$ cat src/rtl/lane_deskew_buffer_if.sv
// lane_deskew_buffer_if
//   Bundles the lane-side and output-side signals of lane_deskew_buffer.
//   Signals:
//     data_in      LANES*DATA_WIDTH  lane i symbol at [i*DATA_WIDTH +: DATA_WIDTH]
//     valid_in     LANES             per-lane write enable
//     data_out     LANES*DATA_WIDTH  deskewed symbols, same packing
//     valid_out    1                 data_out valid on all lanes together
//     aligned      1                 high while lanes are locked to a common COM
//     deskew_error 1                 one-cycle pulse on skew timeout or marker mismatch
//     overflow     LANES             one-cycle pulse when a write hit a full lane FIFO
//   master: the source of lane symbols (drives data_in/valid_in)
//   slave:  the deskew buffer itself
interface lane_deskew_buffer_if #(
    parameter int LANES      = 4,
    parameter int DATA_WIDTH = 10
);
    logic [LANES*DATA_WIDTH-1:0] data_in;
    logic [LANES-1:0]            valid_in;
    logic [LANES*DATA_WIDTH-1:0] data_out;
    logic                        valid_out;
    logic                        aligned;
    logic                        deskew_error;
    logic [LANES-1:0]            overflow;

    modport master (
        output data_in, valid_in,
        input  data_out, valid_out, aligned, deskew_error, overflow
    );

    modport slave (
        input  data_in, valid_in,
        output data_out, valid_out, aligned, deskew_error, overflow
    );
endinterface

$ cat src/rtl/lane_deskew_buffer.sv
// lane_deskew_buffer
//   Per-lane FIFOs that discard symbols until every lane shows a COM symbol at its
//   head, then release all lanes in lock-step. Loss of alignment (a pop where only
//   some lanes carry COM), a skew window that runs out, or a write into a full lane
//   FIFO flushes every FIFO and returns to searching.
//   Ports:
//     clock  single clock
//     reset  synchronous, active-high; clears pointers, state and all outputs
//     bus    lane_deskew_buffer_if.slave (data_in/valid_in in; data_out, valid_out,
//            aligned, deskew_error, overflow out -- all outputs registered)
module lane_deskew_buffer #(
    parameter int LANES         = 4,
    parameter int DATA_WIDTH    = 10,
    parameter int BUFFER_DEPTH  = 16,
    parameter int ADDRESS_WIDTH = 4,
    parameter int MAX_SKEW      = 8,
    parameter logic [DATA_WIDTH-1:0] COM_NEG = 10'b0011111010,
    parameter logic [DATA_WIDTH-1:0] COM_POS = 10'b1100000101
) (
    input logic                clock,
    input logic                reset,
    lane_deskew_buffer_if.slave bus
);
    localparam int PTR_W  = ADDRESS_WIDTH + 1;
    localparam int SKEW_W = $clog2(MAX_SKEW + 1);

    typedef enum logic {SEARCH, ALIGNED} state_t;

    function automatic logic [SKEW_W-1:0] sat_inc(input logic [SKEW_W-1:0] v);
        return (v == SKEW_W'(MAX_SKEW)) ? v : v + SKEW_W'(1);
    endfunction

    logic [DATA_WIDTH-1:0] mem    [LANES][BUFFER_DEPTH];
    logic [PTR_W-1:0]      wr_ptr [LANES];
    logic [PTR_W-1:0]      rd_ptr [LANES];
    logic [DATA_WIDTH-1:0] head   [LANES];

    logic [LANES-1:0] empty, full, head_com, lane_ovf, pop;
    logic             flush, mismatch, timeout, emit;
    state_t           state, state_next;
    logic [SKEW_W-1:0] skew_count, skew_next;

    logic [LANES*DATA_WIDTH-1:0] data_out_p1;
    logic                        vld_p1;
    logic                        aligned_p1;
    logic                        err_p1;
    logic [LANES-1:0]            ovf_p1;

    always_comb begin
        empty    = '0;
        full     = '0;
        head_com = '0;
        lane_ovf = '0;
        for (int i = 0; i < LANES; i++) begin
            head[i]     = mem[i][rd_ptr[i][ADDRESS_WIDTH-1:0]];
            empty[i]    = (wr_ptr[i] == rd_ptr[i]);
            // Same slot, opposite lap: the FIFO holds BUFFER_DEPTH entries.
            full[i]     = (wr_ptr[i][ADDRESS_WIDTH] != rd_ptr[i][ADDRESS_WIDTH]) &&
                          (wr_ptr[i][ADDRESS_WIDTH-1:0] == rd_ptr[i][ADDRESS_WIDTH-1:0]);
            head_com[i] = !empty[i] && (head[i] == COM_NEG || head[i] == COM_POS);
            lane_ovf[i] = bus.valid_in[i] && full[i];
        end
    end

    always_comb begin
        pop        = '0;
        mismatch   = 1'b0;
        timeout    = 1'b0;
        emit       = 1'b0;
        state_next = state;
        skew_next  = skew_count;
        case (state)
            SEARCH: begin
                if (&head_com) begin
                    state_next = ALIGNED;
                    skew_next  = '0;
                end else if (skew_count == SKEW_W'(MAX_SKEW)) begin
                    timeout = 1'b1;
                end else begin
                    // Lanes already showing COM wait; the rest discard until they do.
                    if (|head_com) skew_next = sat_inc(skew_count);
                    pop = ~empty & ~head_com;
                end
            end
            ALIGNED: begin
                // Lanes only ever advance together, so a lane that runs dry stalls all.
                if (&(~empty)) begin
                    if ((|head_com) && !(&head_com)) begin
                        mismatch = 1'b1;
                    end else if (!(|lane_ovf)) begin
                        emit = 1'b1;
                        pop  = '1;
                    end
                end
            end
            default: state_next = SEARCH;
        endcase
        flush = (|lane_ovf) || mismatch || timeout;
        if (flush) begin
            state_next = SEARCH;
            skew_next  = '0;
        end
    end

    // Stage 1: control state, FIFO pointers and registered outputs
    always_ff @(posedge clock) begin
        if (reset) begin
            state       <= SEARCH;
            skew_count  <= '0;
            data_out_p1 <= '0;
            vld_p1      <= 1'b0;
            aligned_p1  <= 1'b0;
            err_p1      <= 1'b0;
            ovf_p1      <= '0;
            for (int i = 0; i < LANES; i++) begin
                wr_ptr[i] <= '0;
                rd_ptr[i] <= '0;
            end
        end else begin
            state      <= state_next;
            skew_count <= skew_next;
            vld_p1     <= emit;
            aligned_p1 <= (state_next == ALIGNED);
            err_p1     <= mismatch || timeout;
            ovf_p1     <= lane_ovf;
            for (int i = 0; i < LANES; i++) begin
                if (emit) data_out_p1[i*DATA_WIDTH +: DATA_WIDTH] <= head[i];
                if (flush) begin
                    wr_ptr[i] <= '0;
                    rd_ptr[i] <= '0;
                end else begin
                    if (pop[i]) rd_ptr[i] <= rd_ptr[i] + PTR_W'(1);
                    if (bus.valid_in[i] && !full[i]) wr_ptr[i] <= wr_ptr[i] + PTR_W'(1);
                end
            end
        end
    end

    // Symbol storage carries no reset; the pointers alone define what is valid.
    always_ff @(posedge clock) begin
        for (int i = 0; i < LANES; i++) begin
            if (!reset && !flush && bus.valid_in[i] && !full[i])
                mem[i][wr_ptr[i][ADDRESS_WIDTH-1:0]] <= bus.data_in[i*DATA_WIDTH +: DATA_WIDTH];
        end
    end

    assign bus.data_out     = data_out_p1;
    assign bus.valid_out    = vld_p1;
    assign bus.aligned      = aligned_p1;
    assign bus.deskew_error = err_p1;
    assign bus.overflow     = ovf_p1;
endmodule

$ cat src/flat_wrapper.sv
// flat-port wrapper written by rule: the top's interface ports become plain ports
module lane_deskew_buffer_flat 
#(
    parameter int LANES         = 4,
    parameter int DATA_WIDTH    = 10,
    parameter int BUFFER_DEPTH  = 16,
    parameter int ADDRESS_WIDTH = 4,
    parameter int MAX_SKEW      = 8,
    parameter logic [DATA_WIDTH-1:0] COM_NEG = 10'b0011111010,
    parameter logic [DATA_WIDTH-1:0] COM_POS = 10'b1100000101
)
  (clock, reset, bus_data_in, bus_valid_in, bus_data_out, bus_valid_out, bus_aligned, bus_deskew_error, bus_overflow);
  lane_deskew_buffer_if #(.LANES(LANES), .DATA_WIDTH(DATA_WIDTH)) bus_i ();
  input logic clock;
  input logic reset;
  input wire logic [$bits(bus_i.data_in)-1:0] bus_data_in;
  input wire logic [$bits(bus_i.valid_in)-1:0] bus_valid_in;
  output wire logic [$bits(bus_i.data_out)-1:0] bus_data_out;
  output wire logic [$bits(bus_i.valid_out)-1:0] bus_valid_out;
  output wire logic [$bits(bus_i.aligned)-1:0] bus_aligned;
  output wire logic [$bits(bus_i.deskew_error)-1:0] bus_deskew_error;
  output wire logic [$bits(bus_i.overflow)-1:0] bus_overflow;
  assign bus_i.data_in = bus_data_in;
  assign bus_i.valid_in = bus_valid_in;
  assign bus_data_out = bus_i.data_out;
  assign bus_valid_out = bus_i.valid_out;
  assign bus_aligned = bus_i.aligned;
  assign bus_deskew_error = bus_i.deskew_error;
  assign bus_overflow = bus_i.overflow;
  lane_deskew_buffer #(.LANES(LANES), .DATA_WIDTH(DATA_WIDTH), .BUFFER_DEPTH(BUFFER_DEPTH), .ADDRESS_WIDTH(ADDRESS_WIDTH), .MAX_SKEW(MAX_SKEW), .COM_NEG(COM_NEG), .COM_POS(COM_POS)) u_core (.clock(clock), .reset(reset), .bus(bus_i));
endmodule
$ cat config.mk
export PLATFORM = sky130hd
export DESIGN_NAME = lane_deskew_buffer_flat
export DESIGN_NICKNAME = d
export VERILOG_FILES = /design/src/rtl/lane_deskew_buffer_if.sv /design/src/rtl/lane_deskew_buffer.sv /design/src/flat_wrapper.sv
export SDC_FILE = /design/constraint.sdc
export NUM_CORES = 1
export LEC_CHECK = 0
export ABC_AREA = 1
export BUFFER_PORTS_ARGS = -buffer_cell sky130_fd_sc_hd__buf_2
export CAP_MARGIN = 20
export CORE_ASPECT_RATIO = 1.1
export CORE_MARGIN = 3
export CORE_UTILIZATION = 55
export CTS_BUF_LIST = sky130_fd_sc_hd__clkbuf_8
export DETAILED_ROUTE_END_ITERATION = 10
export HOLD_SLACK_MARGIN = 0.1
export MAX_ROUTING_LAYER = met4
export PLACE_DENSITY = 0.69
export SYNTH_ARGS = -nofsm -noshare
export SYNTH_HDL_FRONTEND = slang
export SYNTH_SLANG_ARGS = --single-unit
$ cat constraint.sdc
create_clock -name clock -period 4.5 [get_ports clock]
set_input_delay 0 -clock clock [delete_from_list [all_inputs] [get_ports clock]]
set_output_delay 0 -clock clock [all_outputs]
set_load 0.01 [all_outputs]
==> flow_summary.html, run 1 <==
<table>
<tr><th>Metric</th><th>Value</th></tr>
<tr><th colspan="2">Outcome</th></tr>
<tr><td>Outcome</td><td>completed</td></tr>
<tr><th colspan="2">Placed design</th></tr>
<tr><td>Post-detail-place hpwl</td><td>52000 um</td></tr>
<tr><td>Routability cong.</td><td>0.925</td></tr>
<tr><td>Number of buffer cells added on primary ports</td><td>92</td></tr>
<tr><td>Cell area after placement</td><td>33500 um^2</td></tr>
<tr><td>Setup slack after placement</td><td>0.203 ns</td></tr>
<tr><th colspan="2">Worst hold path</th></tr>
<tr><td>Launch instance of the worst min-delay path</td><td>reset</td></tr>
<tr><td>Hold Crit Class</td><td>input pin to register</td></tr>
<tr><th colspan="2">Setup path</th></tr>
<tr><td>Logic depth of the worst register-to-register path</td><td>23</td></tr>
<tr><td>Reg-to-reg slack, setup</td><td>0.29 ns</td></tr>
<tr><td>Startpoint of the most critical register-to-register path</td><td>u_core.rd_ptr[1][0]$_SDFFCE_PN0P_</td></tr>
<tr><td>Worst R2R End</td><td>u_core.mem[1][137]$_DFFE_PP_</td></tr>
<tr><td>Launching element of the worst setup path</td><td>u_core.rd_ptr[1][0]$_SDFFCE_PN0P_</td></tr>
<tr><td>WP data required</td><td>4.83 ns</td></tr>
<tr><td>Critical path data arrival time</td><td>4.54 ns</td></tr>
<tr><td>Element type at the critical path end</td><td>register</td></tr>
<tr><td>Crit Path Category</td><td>register to register</td></tr>
<tr><td>Largest fanout of any net on the critical path</td><td>37</td></tr>
<tr><td>CP startpoint kind</td><td>register</td></tr>
<tr><td>Critical path capture point</td><td>u_core.mem[1][137]$_DFFE_PP_</td></tr>
<tr><th colspan="2">Synthesis</th></tr>
<tr><td>Post-synth top cells</td><td>850 x sky130_fd_sc_hd__nand2_1, 680 x sky130_fd_sc_hd__edfxtp_1, 543 x sky130_fd_sc_hd__nor2_1</td></tr>
<tr><td>Most frequent cell after synthesis</td><td>sky130_fd_sc_hd__nand2_1</td></tr>
<tr><td>Count of mapped cells out of synthesis</td><td>3219</td></tr>
<tr><td>Seq/Total Area, Yosys</td><td>66.2%</td></tr>
<tr><td>Total standard cell area after synthesis</td><td>32400 um^2</td></tr>
<tr><td>Proportion of register bits with asynchronous set or reset after synthesis</td><td>0%</td></tr>
<tr><td>Synth Net Count</td><td>3287</td></tr>
<tr><td>Distinct cell type count after synthesis</td><td>26</td></tr>
<tr><td>Average cell area after synthesis</td><td>10.1 um^2</td></tr>
<tr><td>Number of synthesized register bits</td><td>731</td></tr>
<tr><td>Number of synthesis warnings</td><td>0</td></tr>
<tr><td>Count of flip-flops with a built-in enable after synthesis</td><td>680</td></tr>
<tr><td>Fraction of synthesized cell area taken by the top area cell type</td><td>63.1%</td></tr>
<tr><td>Library cell with the largest summed area after synthesis</td><td>sky130_fd_sc_hd__edfxtp_1</td></tr>
<tr><td>Ranking of synthesized cells by area</td><td>sky130_fd_sc_hd__edfxtp_1 63%, sky130_fd_sc_hd__nand2_1 9.9%, sky130_fd_sc_hd__nor2_1 6.3%, sky130_fd_sc_hd__nand3_1 4.3%, sky130_fd_sc_hd__inv_1 3.6%</td></tr>
<tr><td>Most instantiated flip-flop cell in the synthesis netlist</td><td>sky130_fd_sc_hd__edfxtp_1</td></tr>
<tr><th colspan="2">Route</th></tr>
<tr><td>Routed wire length on met3</td><td>5410 um</td></tr>
<tr><td>Violation count after the first detailed-routing iteration</td><td>2342</td></tr>
<tr><td>TritonRoute pass-1 iters</td><td>5</td></tr>
<tr><td>Via count</td><td>23100</td></tr>
<tr><td>Per-cell routed wire length</td><td>19.1 um</td></tr>
<tr><td>Metal-1 WL</td><td>34300 um</td></tr>
<tr><td>Detailed route wirelength on metal2</td><td>39400 um</td></tr>
<tr><td>Via density per instance</td><td>5.41</td></tr>
<tr><td>Total wire length after detailed routing</td><td>81300 um</td></tr>
<tr><td>Number of nets with antenna violations after routing</td><td>0</td></tr>
<tr><td>Highest routed layer</td><td>met4</td></tr>
<tr><td>Post-route DRC</td><td>0</td></tr>
<tr><th colspan="2">Cells and area</th></tr>
<tr><td>Fill cell total of the finished layout</td><td>4715</td></tr>
<tr><td>Fin area</td><td>36300 um^2</td></tr>
<tr><td>Fraction of layout cells with a size suffix above 1</td><td>11.0%</td></tr>
<tr><td>Syn-to-layout area delta</td><td>12.0%</td></tr>
<tr><td>Post-layout utilization of the core</td><td>62.8%</td></tr>
<tr><td>Final nets</td><td>3485</td></tr>
<tr><th colspan="2">GRT</th></tr>
<tr><td>Pin count of the biggest net entering global routing</td><td>78</td></tr>
<tr><td>First-pass GRT wire length</td><td>126000 um</td></tr>
<tr><td>Antenna violations before repair</td><td>1</td></tr>
<tr><td>GRT Residual Overflow</td><td>0</td></tr>
<tr><td>Total Routing Usage GR</td><td>27.2%</td></tr>
<tr><td>Vias in the first global route</td><td>22500</td></tr>
<tr><th colspan="2">Floorplan</th></tr>
<tr><td>Number of cell rows</td><td>92</td></tr>
<tr><td>Die Y</td><td>260 um</td></tr>
<tr><td>I/O pin count</td><td>93</td></tr>
<tr><td>Core outline area</td><td>57800 um^2</td></tr>
<tr><td>Starting density of the core</td><td>56.0%</td></tr>
<tr><td>Die ar.</td><td>61800 um^2</td></tr>
<tr><td>Die X-Extent</td><td>237 um</td></tr>
<tr><th colspan="2">Clock tree</th></tr>
<tr><td>Sinks on Clock Net</td><td>731</td></tr>
<tr><td>Clock buffer depth</td><td>3</td></tr>
<tr><td>Number of clock buffers inserted by TritonCTS</td><td>114</td></tr>
<tr><td>Clock-pin slew on the worst setup and hold paths</td><td>0.06 ns</td></tr>
<tr><td>Clock tree from TritonCTS</td><td>yes</td></tr>
<tr><td>Clk_lat worst skew</td><td>0.70 ns</td></tr>
<tr><td>H-tree Lvls</td><td>3</td></tr>
<tr><td>Clk Tree Root Cell</td><td>sky130_fd_sc_hd__clkbuf_8</td></tr>
<tr><th colspan="2">STA</th></tr>
<tr><td>Unrepaired setup endpoints after global routing</td><td>true</td></tr>
<tr><td>Crit share post-route</td><td>93.5%</td></tr>
<tr><td>Final setup violating endpoints</td><td>0</td></tr>
<tr><td>Headroom to the max-slew limit</td><td>36.6%</td></tr>
<tr><td>Final worst path period need</td><td>4.21 ns</td></tr>
<tr><td>Crit path setup slack, layout</td><td>0.291 ns</td></tr>
<tr><td>Final hold violations</td><td>0</td></tr>
<tr><td>Sum Neg Setup Slack</td><td>0 ns</td></tr>
<tr><td>Max-slew violations</td><td>0</td></tr>
<tr><td>Transition time at the pin with the least slew margin</td><td>0.941 ns</td></tr>
<tr><td>Worst-case clock skew</td><td>0.0188 ns</td></tr>
<tr><td>Max Freq</td><td>238 MHz</td></tr>
<tr><th colspan="2">Pwr</th></tr>
<tr><td>Leak Pwr</td><td>14.9 nW</td></tr>
<tr><td>Power density over the cells</td><td>558 nW/um^2</td></tr>
<tr><td>Highest ir drop seen on vdd</td><td>288 uV</td></tr>
<tr><th colspan="2">Run</th></tr>
<tr><td>Number of max-capacitance violations reported</td><td>0</td></tr>
</table>
[final cells by class]
type | count | area, um^2 | area share, %
sequential | 731 | 21400 | 59.1
antenna | 1 | 2.50 | 0.00690
clock inverter | 85 | 465 | 1.28
clock buffer | 121 | 1670 | 4.59
timing repair buffer | 236 | 1770 | 4.88
tap | 752 | 941 | 2.59
multi-input combinational | 2010 | 8770 | 24.2
inverter | 324 | 1220 | 3.35
[critical path, cell delays in order (launching register included)]
cell                       delay [ns]
sky130_fd_sc_hd__edfxtp_1        0.43
sky130_fd_sc_hd__inv_2           0.08
sky130_fd_sc_hd__buf_4           0.34
sky130_fd_sc_hd__nand2_1         0.11
sky130_fd_sc_hd__nand2_1         0.08
sky130_fd_sc_hd__nand2_1         0.05
sky130_fd_sc_hd__o21ai_1         0.16
sky130_fd_sc_hd__nand2_1         0.08
sky130_fd_sc_hd__nand2_1         0.12
sky130_fd_sc_hd__inv_1           0.05
sky130_fd_sc_hd__nand2_1         0.09
sky130_fd_sc_hd__nand2_1         0.06
sky130_fd_sc_hd__nor2_1          0.09
sky130_fd_sc_hd__nand3_1         0.08
sky130_fd_sc_hd__nand2_1         0.18
sky130_fd_sc_hd__nand2_1         0.12
sky130_fd_sc_hd__nor2_2          0.15
sky130_fd_sc_hd__nand2_2         0.15
sky130_fd_sc_hd__nand3_1         0.19
sky130_fd_sc_hd__nand2_2         0.11
sky130_fd_sc_hd__nor2_8          0.24
sky130_fd_sc_hd__nand2_2         0.06
sky130_fd_sc_hd__buf_4           0.24
sky130_fd_sc_hd__nor2_2          0.51
[cell usage in the layout (no fill, tap or decap), types with 2 or more instances in the layout]
| cell type | Yosys | layout |
|---|---|---|
| sky130_fd_sc_hd__buf_12 | 0 | 7 |
| sky130_fd_sc_hd__o21ai_1 | 36 | 36 |
| sky130_fd_sc_hd__nand4_1 | 12 | 12 |
| sky130_fd_sc_hd__edfxtp_1 | 680 | 680 |
| sky130_fd_sc_hd__clkbuf_8 | 0 | 121 |
| sky130_fd_sc_hd__ha_1 | 22 | 22 |
| sky130_fd_sc_hd__o21ai_0 | 173 | 173 |
| sky130_fd_sc_hd__o211ai_1 | 7 | 7 |
| sky130_fd_sc_hd__dfxtp_1 | 51 | 51 |
| sky130_fd_sc_hd__inv_2 | 11 | 11 |
| sky130_fd_sc_hd__clkinvlp_4 | 0 | 2 |
| sky130_fd_sc_hd__nand2_1 | 850 | 850 |
| sky130_fd_sc_hd__nor2_2 | 25 | 21 |
| sky130_fd_sc_hd__nand3_1 | 276 | 276 |
| sky130_fd_sc_hd__clkinv_1 | 3 | 25 |
| sky130_fd_sc_hd__inv_1 | 310 | 343 |
| sky130_fd_sc_hd__nand2_2 | 9 | 8 |
| sky130_fd_sc_hd__xnor2_1 | 30 | 30 |
| sky130_fd_sc_hd__clkinv_2 | 0 | 23 |
| sky130_fd_sc_hd__bufinv_16 | 0 | 4 |
| sky130_fd_sc_hd__a21oi_1 | 8 | 8 |
| sky130_fd_sc_hd__buf_2 | 62 | 92 |
| sky130_fd_sc_hd__nor2_4 | 0 | 4 |
| sky130_fd_sc_hd__dlygate4sd3_1 | 0 | 46 |
| sky130_fd_sc_hd__buf_4 | 20 | 88 |
| sky130_fd_sc_hd__buf_6 | 33 | 2 |
| sky130_fd_sc_hd__nor2_1 | 543 | 543 |
| sky130_fd_sc_hd__xor2_1 | 16 | 16 |
[flip-flops by register name (all words and copies together) (netlist names)]
name	cells
u_core.bus.valid_out	1
u_core.wr_ptr	20
u_core.state	1
u_core.mem	640
u_core.bus.overflow	4
u_core.skew_count	4
u_core.rd_ptr	20
u_core.bus.deskew_error	1
u_core.bus.data_out	40
[how the worst min path moves through the flow]
stage | end | slack [ns] | cells after the start
5_1_grt | u_core.bus.overflow[3]$_SDFF_PP0_ | 0.16 | 3
3_3_place_gp | u_core.bus.overflow[1]$_SDFF_PP0_ | 0.32 | 2
3_5_place_dp | u_core.bus.overflow[2]$_SDFF_PP0_ | 0.32 | 2
4_1_cts | u_core.bus.overflow[3]$_SDFF_PP0_ | 0.11 | 3
6_report | u_core.bus.overflow[3]$_SDFF_PP0_ | 0.20 | 3
2_1_floorplan | u_core.mem[0][0]$_DFFE_PP_ | 0.1 | 0
[power by group]
group          switching [mW]  total (mW)  leakage, nW  internal, mW
registers               0.365        8.32         6.62          7.95
logic                    4.59        6.66         7.02          2.08
clock network            2.54        5.25         1.23          2.70
total                    7.49        20.2         14.9          12.7
[stage by stage]
stage / total power [mW] / instances / hold WS, ns
final: 20.2 / 4260 / 0.204
after global routing: 21.5 / 4260 / 0.165
after CTS: 20.2 / 4248 / 0.107
after detailed placement: 14.9 / 3996 / 0.322
after global placement: 14.8 / 3996 / 0.317
after floorplan: 13.2 / 3219 / 0.0989
[routing by layer]
layer / up-vias / track usage, %
met5: - / -
met4: 0 / 8.87
met3: 145 / 3.60
met2: 940 / 44.0
met1: 11000 / 36.2
li1: 10900 / -
[cells by family after synthesis]
kind of cell,count (synthesis),share of synthesized area (%)
AOI/OAI and AO/OA,224,3.52
xor gates and xnor gates,46,1.24
adders and majority gates,22,0.850
buffers and inverters,478,6.78
DFF,731,66.2
and+or+nand+nor,1718,21.4
[timing repair]
item | in CTS | in global routing
endpoints found under the hold margin | 692 | 0
buffers inserted | 0 | 11
hold buffers | 46 | 0
endpoints found under the setup margin | 0 | 661
resized for setup | 0 | 8
Note: power is estimated with default switching activity, not from simulation.
==> run 2, diff against run 1 <==
- PLACE_DENSITY: 0.69 -> 0.78
==> run 2 against run 1 <==
  * Clock skew increased by 0.0069 ns
  * Register-to-register slack better by 0.07 ns
  * Sequential power is essentially flat
  * Critical path type unchanged
==> flow_summary.html, run 2 (synthesis results as in run 1) <==
<table>
<tr><th>Metric</th><th>Value</th></tr>
<tr><th colspan="2">Clock tree</th></tr>
<tr><td>Clk Tree Root Cell</td><td>sky130_fd_sc_hd__clkbuf_8</td></tr>
<tr><td>Clock buffer depth</td><td>3</td></tr>
<tr><td>Clock tree from TritonCTS</td><td>yes</td></tr>
<tr><td>Clk_lat worst skew</td><td>0.72 ns</td></tr>
<tr><td>Number of clock buffers inserted by TritonCTS</td><td>110</td></tr>
<tr><td>Sinks on Clock Net</td><td>731</td></tr>
<tr><td>Clock-pin slew on the worst setup and hold paths</td><td>0.07 ns</td></tr>
<tr><td>H-tree Lvls</td><td>3</td></tr>
<tr><th colspan="2">Cells and area</th></tr>
<tr><td>Max FFs per register</td><td>640</td></tr>
<tr><td>Final nets</td><td>3482</td></tr>
<tr><td>Fraction of layout cells with a size suffix above 1</td><td>10.9%</td></tr>
<tr><td>Most common cell after layout, fill and taps aside</td><td>sky130_fd_sc_hd__nand2_1</td></tr>
<tr><td>Fill cell total of the finished layout</td><td>4573</td></tr>
<tr><td>Fin area</td><td>36500 um^2</td></tr>
<tr><td>Syn-to-layout area delta</td><td>12.6%</td></tr>
<tr><td>Highest-count cells in the layout ignoring fill and taps</td><td>850 x sky130_fd_sc_hd__nand2_1, 680 x sky130_fd_sc_hd__edfxtp_1, 541 x sky130_fd_sc_hd__nor2_1</td></tr>
<tr><th colspan="2">GRT</th></tr>
<tr><td>Pin count of the biggest net entering global routing</td><td>90</td></tr>
<tr><td>Antenna violations before repair</td><td>1</td></tr>
<tr><td>GRT Residual Overflow</td><td>0</td></tr>
<tr><td>Total Routing Usage GR</td><td>26.6%</td></tr>
<tr><td>Vias in the first global route</td><td>22400</td></tr>
<tr><td>First-pass GRT wire length</td><td>123000 um</td></tr>
<tr><th colspan="2">Setup path</th></tr>
<tr><td>Reg-to-reg slack, setup</td><td>0.36 ns</td></tr>
<tr><td>Logic depth of the worst register-to-register path</td><td>21</td></tr>
<tr><td>Largest fanout of any net on the critical path</td><td>30</td></tr>
<tr><td>Slowest CP cell</td><td>sky130_fd_sc_hd__clkinv_2</td></tr>
<tr><td>Crit Path Category</td><td>register to register</td></tr>
<tr><td>Peak per-stage delay on the critical path</td><td>0.44 ns</td></tr>
<tr><td>CP startpoint kind</td><td>register</td></tr>
<tr><td>Critical path data arrival time</td><td>4.51 ns</td></tr>
<tr><td>Buf/Inv on CP</td><td>4</td></tr>
<tr><td>Startpoint of the most critical register-to-register path</td><td>u_core.rd_ptr[0][1]$_SDFFCE_PN0P_</td></tr>
<tr><td>Ordered cell list for the critical path</td><td>clkinv_2 -&gt; nor2_1 -&gt; o21ai_0 -&gt; nand2_1 -&gt; nand2_1 -&gt; nand2_1 -&gt; inv_1 -&gt; o21ai_1 -&gt; nand2_1 -&gt; inv_1 -&gt; nand3_1 -&gt; nand2_1 -&gt; nand2_1 -&gt; nor2_2 -&gt; nand2_2 -&gt; nand3_1 -&gt; nand2_2 -&gt; nor2_8 -&gt; buf_12 -&gt; nand2_4 -&gt; nor2_4</td></tr>
<tr><td>Element type at the critical path end</td><td>register</td></tr>
<tr><td>WP data required</td><td>4.87 ns</td></tr>
<tr><td>Worst R2R End</td><td>u_core.mem[1][133]$_DFFE_PP_</td></tr>
<tr><td>Family with the most delay on the worst path</td><td>simple AND/OR/NAND/NOR gates</td></tr>
<tr><td>Top cell by count, worst path</td><td>sky130_fd_sc_hd__nand2_1</td></tr>
<tr><th colspan="2">Floorplan</th></tr>
<tr><td>Die Y</td><td>260 um</td></tr>
<tr><td>Die ar.</td><td>61800 um^2</td></tr>
<tr><td>Die X-Extent</td><td>237 um</td></tr>
<tr><td>Starting density of the core</td><td>56.0%</td></tr>
<tr><td>I/O pin count</td><td>93</td></tr>
<tr><td>Core outline area</td><td>57800 um^2</td></tr>
<tr><td>Number of cell rows</td><td>92</td></tr>
<tr><th colspan="2">STA</th></tr>
<tr><td>Final setup violating endpoints</td><td>0</td></tr>
<tr><td>Transition time at the pin with the least slew margin</td><td>0.635 ns</td></tr>
<tr><td>Unrepaired setup endpoints after global routing</td><td>false</td></tr>
<tr><td>Max-slew violations</td><td>0</td></tr>
<tr><td>Headroom to the max-slew limit</td><td>57.6%</td></tr>
<tr><td>Worst-case clock skew</td><td>0.0257 ns</td></tr>
<tr><td>Final hold violations</td><td>0</td></tr>
<tr><td>Sum Neg Setup Slack</td><td>0 ns</td></tr>
<tr><td>Max Freq</td><td>242 MHz</td></tr>
<tr><td>Crit share post-route</td><td>92.0%</td></tr>
<tr><td>Final worst path period need</td><td>4.14 ns</td></tr>
<tr><th colspan="2">Route</th></tr>
<tr><td>Via density per instance</td><td>5.40</td></tr>
<tr><td>Per-cell routed wire length</td><td>18.7 um</td></tr>
<tr><td>TritonRoute pass-1 iters</td><td>6</td></tr>
<tr><td>Total wire length after detailed routing</td><td>79600 um</td></tr>
<tr><td>Violation count after the first detailed-routing iteration</td><td>2546</td></tr>
<tr><td>Post-route DRC</td><td>0</td></tr>
<tr><td>Number of nets with antenna violations after routing</td><td>0</td></tr>
<tr><td>Via count</td><td>23000</td></tr>
<tr><th colspan="2">Outcome</th></tr>
<tr><td>Outcome</td><td>completed</td></tr>
<tr><th colspan="2">Placed design</th></tr>
<tr><td>Routability cong.</td><td>1.00</td></tr>
<tr><td>Post-detail-place hpwl</td><td>50900 um</td></tr>
<tr><td>Cell area after placement</td><td>33700 um^2</td></tr>
<tr><td>Number of buffer cells added on primary ports</td><td>92</td></tr>
<tr><th colspan="2">Run</th></tr>
<tr><td>Number of max-capacitance violations reported</td><td>0</td></tr>
<tr><th colspan="2">Pwr</th></tr>
<tr><td>Power density over the cells</td><td>553 nW/um^2</td></tr>
<tr><td>Leak Pwr</td><td>14.9 nW</td></tr>
<tr><td>Highest ir drop seen on vdd</td><td>350 uV</td></tr>
<tr><th colspan="2">Worst hold path</th></tr>
<tr><td>Launch instance of the worst min-delay path</td><td>bus_valid_in[0]</td></tr>
<tr><td>Hold Path Stages</td><td>4</td></tr>
<tr><td>Hold Crit Class</td><td>input pin to register</td></tr>
<tr><td>Hold worst-path end</td><td>u_core.bus.overflow[0]$_SDFF_PP0_</td></tr>
</table>
==> run 2: how the worst max path moves through the flow <==
stage                                           start  slack (ns)  depth (start not counted)                      endpoint
floorplan           u_core.rd_ptr[1][0]$_SDFFCE_PN0P_        1.30                         23  u_core.mem[0][100]$_DFFE_PP_
CTS                 u_core.rd_ptr[0][1]$_SDFFCE_PN0P_       0.009                         19  u_core.mem[1][103]$_DFFE_PP_
detailed placement  u_core.rd_ptr[0][1]$_SDFFCE_PN0P_        0.05                         19  u_core.mem[1][131]$_DFFE_PP_
finish              u_core.rd_ptr[0][1]$_SDFFCE_PN0P_        0.36                         21  u_core.mem[1][133]$_DFFE_PP_
global placement    u_core.rd_ptr[0][1]$_SDFFCE_PN0P_        0.14                         19   u_core.mem[1][60]$_DFFE_PP_
global route        u_core.rd_ptr[1][0]$_SDFFCE_PN0P_        0.03                         23  u_core.mem[1][133]$_DFFE_PP_
==> run 2: per-stage QoR <==
stage               setup WS, ns  instances  hold WS, ns  power, mW  utilization (%)
finish                     0.359       4260        0.192       20.2             63.1
global route              0.0314       4260        0.197       21.4             63.1
CTS                      0.00889       4253        0.142       20.1             62.7
detailed placement        0.0459       4001        0.335       14.9             58.3
global placement           0.140       4000        0.341       14.9             58.2
floorplan                   1.30       3219       0.0989       13.2                -
==> run 2: tightest hold or removal path, delay by kind of cell <==
kind | cells | cell delay (ns)
simple gates | 2 | 0.15
buf+inv | 2 | 0.69
==> run 2: area by class of cell <==
cell class                 instances  area (um^2)  share of cell area, %
timing repair buffer             237         1900                   5.22
clock inverter                    86          467                   1.28
sequential                       731        21400                   58.8
clock buffer                     119         1640                   4.49
multi-input combinational       2010         8840                   24.3
tap                              752          941                   2.58
antenna                            1         2.50                0.00687
inverter                         324         1220                   3.34
==> run 2: per-layer routing <==
metal	GRT usage (%)	wire [um]
met5	-	0
met1	33.9	31800
met2	43.6	38900
met4	11.0	2690
met3	3.55	6190
==> run 2: timing repair <==
item,CTS,global route
endpoints found under the setup margin,0,500
gates resized for setup,0,22
buffers inserted,0,6
hold buffers,47,0
hold endpoints to repair,848,0
==> run 2: power breakdown <==
group,switching [mW],internal (mW)
combinational,4.57,2.13
clock,2.49,2.66
sequential,0.362,7.95
